<file path="config.mk">
export PLATFORM = sky130hd
export DESIGN_NAME = mem_ctrl
export DESIGN_NICKNAME = d
export VERILOG_FILES = /design/src/rtl/mem_ctrl_pkg.sv /design/src/rtl/mem_ctrl_addr_gen.sv /design/src/rtl/mem_ctrl.sv
export SDC_FILE = /design/constraint.sdc
export NUM_CORES = 1
export LEC_CHECK = 0
export CELL_PAD_IN_SITES_DETAIL_PLACEMENT = 0
export CELL_PAD_IN_SITES_GLOBAL_PLACEMENT = 1
export CORE_MARGIN = 2
export CORE_UTILIZATION = 30
export CTS_CLUSTER_DIAMETER = 40
export DETAILED_ROUTE_END_ITERATION = 8
export MAX_ROUTING_LAYER = met4
export PLACE_DENSITY = 0.84
export SLEW_MARGIN = 5
export SYNTH_ARGS = -nofsm -noshare
export SYNTH_HDL_FRONTEND = slang
export SYNTH_HIERARCHICAL = 1
export SYNTH_SLANG_ARGS = --single-unit
</file>
<file path="constraint.sdc">
create_clock -name clk -period 4.4 [get_ports clk]
set_clock_uncertainty 0.15 [all_clocks]
set_input_delay 0.44 -clock clk [delete_from_list [all_inputs] [get_ports clk]]
set_output_delay 0.44 -clock clk [all_outputs]
set_load 0.1 [all_outputs]
</file>
<file path="src/rtl/mem_ctrl_pkg.sv">
// Shared definitions for the mem_ctrl command engine: operation codes,
// state encodings and default geometry.
package mem_ctrl_pkg;

    localparam int unsigned ADDR_W_DEF = 6;
    localparam int unsigned DATA_W_DEF = 16;

    typedef enum logic [1:0] {
        OP_READ  = 2'b00,
        OP_WRITE = 2'b01,
        OP_FILL  = 2'b10,
        OP_SUM   = 2'b11
    } op_t;

    typedef logic [1:0] state_t;
    localparam state_t ST_IDLE   = 2'd0;
    localparam state_t ST_ACCESS = 2'd1;
    localparam state_t ST_RESP   = 2'd2;

    function automatic logic op_writes(input op_t op);
        return (op == OP_WRITE) || (op == OP_FILL);
    endfunction

    function automatic logic op_is_burst(input op_t op);
        return (op == OP_FILL) || (op == OP_SUM);
    endfunction

endpackage

</file>
<file path="src/rtl/mem_ctrl_addr_gen.sv">
// Address and remaining-word counter for mem_ctrl bursts; the address
// wraps modulo 2^ADDR_W and returns to zero once the last word is issued.
module mem_ctrl_addr_gen #(
    parameter int unsigned ADDR_W = 6
) (
    input  logic              clk,
    input  logic              rst_n,
    input  logic              load,
    input  logic              step,
    input  logic [ADDR_W-1:0] start,
    input  logic [ADDR_W-1:0] count_m1,
    output logic [ADDR_W-1:0] addr,
    output logic              last
);

    logic [ADDR_W-1:0] remain;

    always_ff @(posedge clk or negedge rst_n) begin
        if (!rst_n) begin
            addr   <= '0;
            remain <= '0;
        end else if (load) begin
            addr   <= start;
            remain <= count_m1;
        end else if (step) begin
            if (last) begin
                addr   <= '0;
                remain <= '0;
            end else begin
                addr   <= addr + 1'b1;
                remain <= remain - 1'b1;
            end
        end
    end

    assign last = (remain == '0);

endmodule

</file>
<file path="src/rtl/mem_ctrl.sv">
// Command-driven controller for a 64x16 synchronous-write memory: READ,
// WRITE, FILL and SUM. SUM is built only when MEM_CTRL_SUM_EN is defined.
module mem_ctrl
    import mem_ctrl_pkg::*;
#(
    parameter int unsigned ADDR_W = ADDR_W_DEF,
    parameter int unsigned DATA_W = DATA_W_DEF
) (
    input  logic              clk,
    input  logic              rst_n,
    input  logic              cmd_valid,
    output logic              cmd_ready,
    input  logic [1:0]        cmd_op,
    input  logic [ADDR_W-1:0] cmd_addr,
    input  logic [ADDR_W-1:0] cmd_len,
    input  logic [DATA_W-1:0] cmd_data,
    output logic              rsp_valid,
    input  logic              rsp_ready,
    output logic [DATA_W-1:0] rsp_data,
    output logic              rsp_err,
    output logic [ADDR_W-1:0] mem_addr,
    output logic [DATA_W-1:0] mem_din,
    output logic              mem_write,
    output logic              mem_step,
    input  logic [DATA_W-1:0] mem_dout
);

    state_t            state;
    op_t               op_q;
    op_t               cmd_op_t;
    logic              accept;
    logic              skip;
    logic              ag_load;
    logic              ag_last;
    logic [ADDR_W-1:0] ag_len;
    logic [DATA_W-1:0] rsp_next;
`ifdef MEM_CTRL_SUM_EN
    logic [DATA_W-1:0] acc;
`endif

    assign cmd_op_t = op_t'(cmd_op);
    // cmd_ready is only ever high in IDLE, so it doubles as the state qualifier.
    assign accept   = cmd_valid && cmd_ready;
`ifdef MEM_CTRL_SUM_EN
    assign skip     = 1'b0;
`else
    assign skip     = (cmd_op_t == OP_SUM);
`endif
    assign ag_load  = accept && !skip;
    assign ag_len   = op_is_burst(cmd_op_t) ? cmd_len : '0;

    mem_ctrl_addr_gen #(.ADDR_W(ADDR_W)) u_addr_gen (
        .clk      (clk),
        .rst_n    (rst_n),
        .load     (ag_load),
        .step     (mem_step),
        .start    (cmd_addr),
        .count_m1 (ag_len),
        .addr     (mem_addr),
        .last     (ag_last)
    );

    always_comb begin
        rsp_next = '0;
        case (op_q)
            OP_READ: rsp_next = mem_dout;
`ifdef MEM_CTRL_SUM_EN
            OP_SUM:  rsp_next = acc + mem_dout;
`endif
            default: rsp_next = '0;
        endcase
    end

    always_ff @(posedge clk or negedge rst_n) begin
        if (!rst_n) begin
            state     <= ST_IDLE;
            op_q      <= OP_READ;
            cmd_ready <= 1'b0;
            rsp_valid <= 1'b0;
            rsp_data  <= '0;
            rsp_err   <= 1'b0;
            mem_step  <= 1'b0;
            mem_write <= 1'b0;
            mem_din   <= '0;
`ifdef MEM_CTRL_SUM_EN
            acc       <= '0;
`endif
        end else begin
            case (state)
                ST_IDLE: begin
                    cmd_ready <= 1'b1;
                    if (accept) begin
                        cmd_ready <= 1'b0;
                        op_q      <= cmd_op_t;
                        if (skip) begin
                            state     <= ST_RESP;
                            rsp_valid <= 1'b1;
                            rsp_err   <= 1'b1;
                            rsp_data  <= '0;
                        end else begin
                            state     <= ST_ACCESS;
                            mem_step  <= 1'b1;
                            mem_write <= op_writes(cmd_op_t);
                            mem_din   <= cmd_data;
                            rsp_err   <= 1'b0;
                            rsp_data  <= '0;
`ifdef MEM_CTRL_SUM_EN
                            acc       <= '0;
`endif
                        end
                    end
                end
                ST_ACCESS: begin
`ifdef MEM_CTRL_SUM_EN
                    acc <= acc + mem_dout;
`endif
                    if (ag_last) begin
                        state     <= ST_RESP;
                        mem_step  <= 1'b0;
                        mem_write <= 1'b0;
                        mem_din   <= '0;
                        rsp_valid <= 1'b1;
                        rsp_err   <= 1'b0;
                        rsp_data  <= rsp_next;
                    end
                end
                ST_RESP: begin
                    if (rsp_ready) begin
                        state     <= ST_IDLE;
                        rsp_valid <= 1'b0;
                        cmd_ready <= 1'b1;
                    end
                end
                default: state <= ST_IDLE;
            endcase
        end
    end

endmodule
</file>
* Yosys cells after proc, flatten, opt, wreduce, memory -nomap -nowiden
Cells that the tools add are included.
** Word-level totals
- Flip-flop bits (word level) :: 53
- Bits of input ports :: 50
- Output and inout port bits :: 43
- Logic and storage cells :: 79
** Operators by class
- Add/sub/neg operators :: 2
- Eq/ne operators :: 10
- Muxes and demuxes :: 38
- Reductions and logical operators :: 18
** Operators with widths (count)
- 16-bit two-way mux :: 6
- 16-bit one-hot mux with 2 select lines :: 2
- 6-bit two-way mux :: 7
- 1-bit two-way mux :: 13
- 2-bit inequality test, second input constant :: 5
- 2-bit two-way mux :: 4
- 1-bit one-hot mux with 2 select lines :: 4
- 6-bit by 1-bit adder with 6-bit output, second input constant :: 1
- 2-bit equality test, second input constant :: 3
- 6-bit zero test :: 1
- 2-bit one-hot mux with 3 select lines :: 1
- 3-bit AND reduction :: 2
- 2-bit nonzero test :: 3
- 6-bit by 1-bit subtractor with 6-bit output, second input constant :: 1
- 5-bit AND reduction :: 1
- 2-bit by 1-bit equality test with 1-bit output, second input constant :: 2
- 2-bit zero test :: 2
- 2-bit AND reduction :: 2
- 4-bit AND reduction :: 1
- 1-bit one-hot mux with 3 select lines :: 1
- 3-bit nonzero test :: 1
- 1-bit logical AND :: 2
- 1-bit logical OR :: 2
- 1-bit zero test :: 1

* Depth between registers and ports, before layout
- Word-level depth :: 5
- Depth in mapped cells :: 10

* Modules after synthesis
The synthesis kept the hierarchy.
** By module, submodules not included
- mem_ctrl :: instances 1, cells an instance 148, area an instance 1765.4 um2, seq. area each 1026.0 um2
- mem_ctrl_addr_gen :: instances 1, cells an instance 85, area an instance 735.7 um2, seq. area each 300.3 um2

* Worst setup path before layout
No wires, ideal clock.
- Path type :: flip-flop to flip-flop
- From :: reg mem_step
- To :: reg u_addr_gen.addr[5]
- Library setup time :: 79 ps
- Arrival time :: 2131 ps
- Data required time :: 4171 ps
- Slack :: 2040 ps
- Stages on the path, launching flop included :: 5
- Path buffers :: 0
- Clock period less this slack :: 2360 ps
- Path through :: dfrtp_1 -> clkinv_1 -> a21oi_1 -> a41oi_1 -> a21oi_1
** On the way
- Word-level cells in the longest chain between the ends :: 1
** Ends and longest elaborated chain
- start, declared :: line mem_ctrl.sv:24 : output logic mem_step,
- start signal, assigned :: line mem_ctrl.sv:82 : mem_step <= 1'b0;
- start signal, assigned :: line mem_ctrl.sv:102 : mem_step <= 1'b1;
- start signal, assigned :: line mem_ctrl.sv:119 : mem_step <= 1'b0;
- 2-bit nonzero test (no source line)
- end signal, assigned :: line mem_ctrl_addr_gen.sv:23 : addr <= start;
- end signal, assigned :: line mem_ctrl_addr_gen.sv:30 : addr <= addr + 1'b1;
- end, declared :: line mem_ctrl_addr_gen.sv:12 : output logic [ADDR_W-1:0] addr,
No other way between the ends.
A chain may end at the register's enable or synchronous reset.

* Final worst setup path
- From :: reg u_addr_gen.remain[0]
- To :: reg rsp_data[1]
** On the way
- Word-level cells in the longest chain between the ends :: 3
** Ends and longest elaborated chain
- start, declared :: line mem_ctrl_addr_gen.sv:16 : logic [ADDR_W-1:0] remain;
- start signal, assigned :: line mem_ctrl_addr_gen.sv:24 : remain <= count_m1;
- start signal, assigned :: line mem_ctrl_addr_gen.sv:31 : remain <= remain - 1'b1;
- 6-bit zero test :: line mem_ctrl_addr_gen.sv:36 : assign last = (remain == '0);
- net ag_last :: line mem_ctrl.sv:34 : logic ag_last;
- 2-bit inequality test (no source line)
- 3-bit AND reduction (no source line)
- end signal, assigned :: line mem_ctrl.sv:124 : rsp_data <= rsp_next;
- end, declared :: line mem_ctrl.sv:19 : output logic [DATA_W-1:0] rsp_data,
The timed path passes the listed nets, and every way through them passes these cells.

==> results.cfg <==
[synth]
synthesis.instances = 233
ys_seq_elements = 53
synth_compound_area_share_pct = 14.61
synthXorXnorAreaFrac_pct = 0
yosys.area.top_type = dfrtp_1
synth_fp_nets = 287
yosysSeqAreaShare_pct = 53.03
synth_fa_ha_area_share_pct = 2.001
synthSimpleGateAreaFrac_pct = 13.56
synth_top_cell_area_share_pct = 53.03
synth_top_family_by_area = compound AO/OA/AOI/OAI gates
synth.most_common_cell = dfrtp_1
synthArstFlopShare_pct = 100.0
syn_area_um2 = 2501
yosysWarnings = 6
synth_mux_area_share_pct = 10.21
synth_common_cells = dfrtp_1 (53), nand2_1 (31), inv_1 (23)
ys.flop_type = dfrtp_1
yosys.cell_types.count = 36
synth_edf_count = 0
postSynthAreaPerCell_um2 = 10.73
yosys-top-cells-area = dfrtp_1 (53%), mux2i_1 (8.4%), a22o_1 (5.6%)

[sta]
slew_headroom_pct = 33.29
hold_viol = 0
rsz0062_at_grt = no
tightest_slew_ps = 997.5
min_period_ps = 2934
fmax_ghz = 0.3408
setup_tns_ps = 0
final.period_utilization_pct = 66.69
drv_slew = 0
setup_violations = 0

[critical_path]
crit_slowest_cell = nor3_2
critPathMaxStageDelay_ps = 730
worstPathMaxFanout = 20
start_kind = register
path_common_cell = inv_1
critPathKind = reg2reg
worstPathArrival_ps = 3030
crit_cells = 9
reg2reg_from = u_addr_gen/remain[0]$_DFFE_PN0P_
crit_chain = inv_1, ha_1, nor2b_1, nand2_1, inv_1, nand3b_1, buf_4, nor3_2, a22o_1
cp.required_ps = 4490
crit_buf_inv = 3
worst-r2r-cell-count = 9
cp-end-kind = register
cp_top_family = simple AND/OR/NAND/NOR gates
worstSetupStartpoint = u_addr_gen/remain[0]$_DFFE_PN0P_

[clock_tree]
clock-sinks = 53
cts_buffers = 5
cts.repair.resized = 0
cts_root_buf = clkbuf_8
htree_num_levels = 2
cts_setup_buffers = 0
clk_pin_slew_ps = 90
insertion_delay_ps = 300
ctsHoldBuffers = 0
clock_path_buffers = 2
cts_tree = done

[final_layout]
synthToLayoutAreaGrowth_pct = 44.42
fillerInstances = 784
antenna_cells = 0
nets = 379
multi_input_area_um2 = 1010
seqCellArea_um2 = 1326
drive_gt1_share_pct = 6.442

[floorplan]
die_h_um = 95.31
coreArea_um2 = 8134
die_x_um = 95.31
io_pins = 93
row_count = 33
fp.dieArea_um2 = 9084
start_util_pct = 30.75

[detailed_routing]
vias_per_cell = 4.680
routed_wl_um = 5840
wire_per_inst_um = 13.55
ant_nets = 0
num_vias = 2017
drt_drc_violations_left = 0
firstDrtPassIters = 4
drt_first_iter_violations = 97

[grt]
grt_pass1_vias = 2047
track_usage_pct = 14.00
grt_max_degree = 54
grt_overflow_total = 0
grt_pass1_wl_um = 9653
antenna_found_initial = 0

[place]
hpwl_um = 4175
gp_congestion = 0.8157
io_buffer_count = 92

[run_status]
status = finished clean

[flow_run]
drv_cap = 0

[min_path]
hp-class = in2async
## flip-flops by register name, indices dropped and copies added, names as in the netlist
name               flops
u_addr_gen/addr        6
state                  2
rsp_err                1
mem_write              1
u_addr_gen/remain      6
cmd_ready              1
mem_din               16
mem_step               1
op_q                   2
rsp_data              16
rsp_valid              1
## worst register-to-register path: stages (launching register included)
cell	delay (ps)
dfrtp_1	400
inv_1	100
ha_1	180
nor2b_1	310
nand2_1	230
inv_1	180
nand3b_1	90
buf_4	220
nor3_2	730
a22o_1	270
## cell usage in the layout (no fill, tap or decap), drive strengths merged, types with 2 or more instances in the layout
cell type	netlist	final
clkdlybuf4s50	0	91
mux2i	21	21
nor2	6	6
nand2	31	31
nor3	6	6
nand3	3	3
a22o	16	16
nand2b	2	2
nand3b	2	2
a22oi	6	6
inv	23	23
clkbuf	4	7
buf	6	4
a31oi	3	3
o21ai	13	13
mux2	4	4
a21oi	9	9
nor2b	10	10
dfrtp	53	53
ha	4	4
## path summary, 6_finish.rpt
| path | slack [ps] | endpoint |
|---|---|---|
| max | 1470 | rsp_data[1]$_DFFE_PN0P_ |
| min | 90 | u_addr_gen/addr[3]$_DFFE_PN0P_ |
| max reg2reg | 1470 | rsp_data[1]$_DFFE_PN0P_ |
| min reg2reg | 350 | rsp_err$_DFFE_PN0P_ |
| max in group asynchronous | 3550 | op_q[1]$_DFFE_PN0P_ |
| min in group clk | 350 | rsp_err$_DFFE_PN0P_ |
## cell families after synthesis
kind of cell / Yosys count
AND/OR/NAND/NOR: 65
flip-flops: 53
AO/OA/AOI/OAI: 52
buffers and inverters: 34
multiplexers: 25
adder cells (fa/ha/maj): 4
## stage by stage
stage	util (%)	setup slack [ps]	area, um2	hold WS (ps)	instances
finish	44.41	1466	3612	93.71	431
global route	44.41	1131	3612	166.8	431
CTS	44.41	1432	3612	129.6	431
detailed placement	42.98	1443	3496	330.2	423
global placement	42.98	1626	3496	323.9	423
floorplan	-	2040	2501	-5.591	233
## per-layer routing
metal	track usage, %	vias to the layer above	wire length (um)
met5	-	-	0
met4	4.831	0	36
met3	3.478	2	359
met2	23.18	61	2886
met1	16.63	964	2558
li1	-	990	-
## cell type report
class                      count  share of cell area (%)
clock buffer                   7                   2.390
clock inverter                 1                  0.8313
inverter                      24                   2.494
multi-input combinational    146                   27.95
sequential                    53                   36.72
tap                          105                   3.637
timing repair buffer          95                   25.98
Power is left out: the tool's default activity adds up to more than one toggle a clock period on the data nets, which glitch-free logic cannot reach.
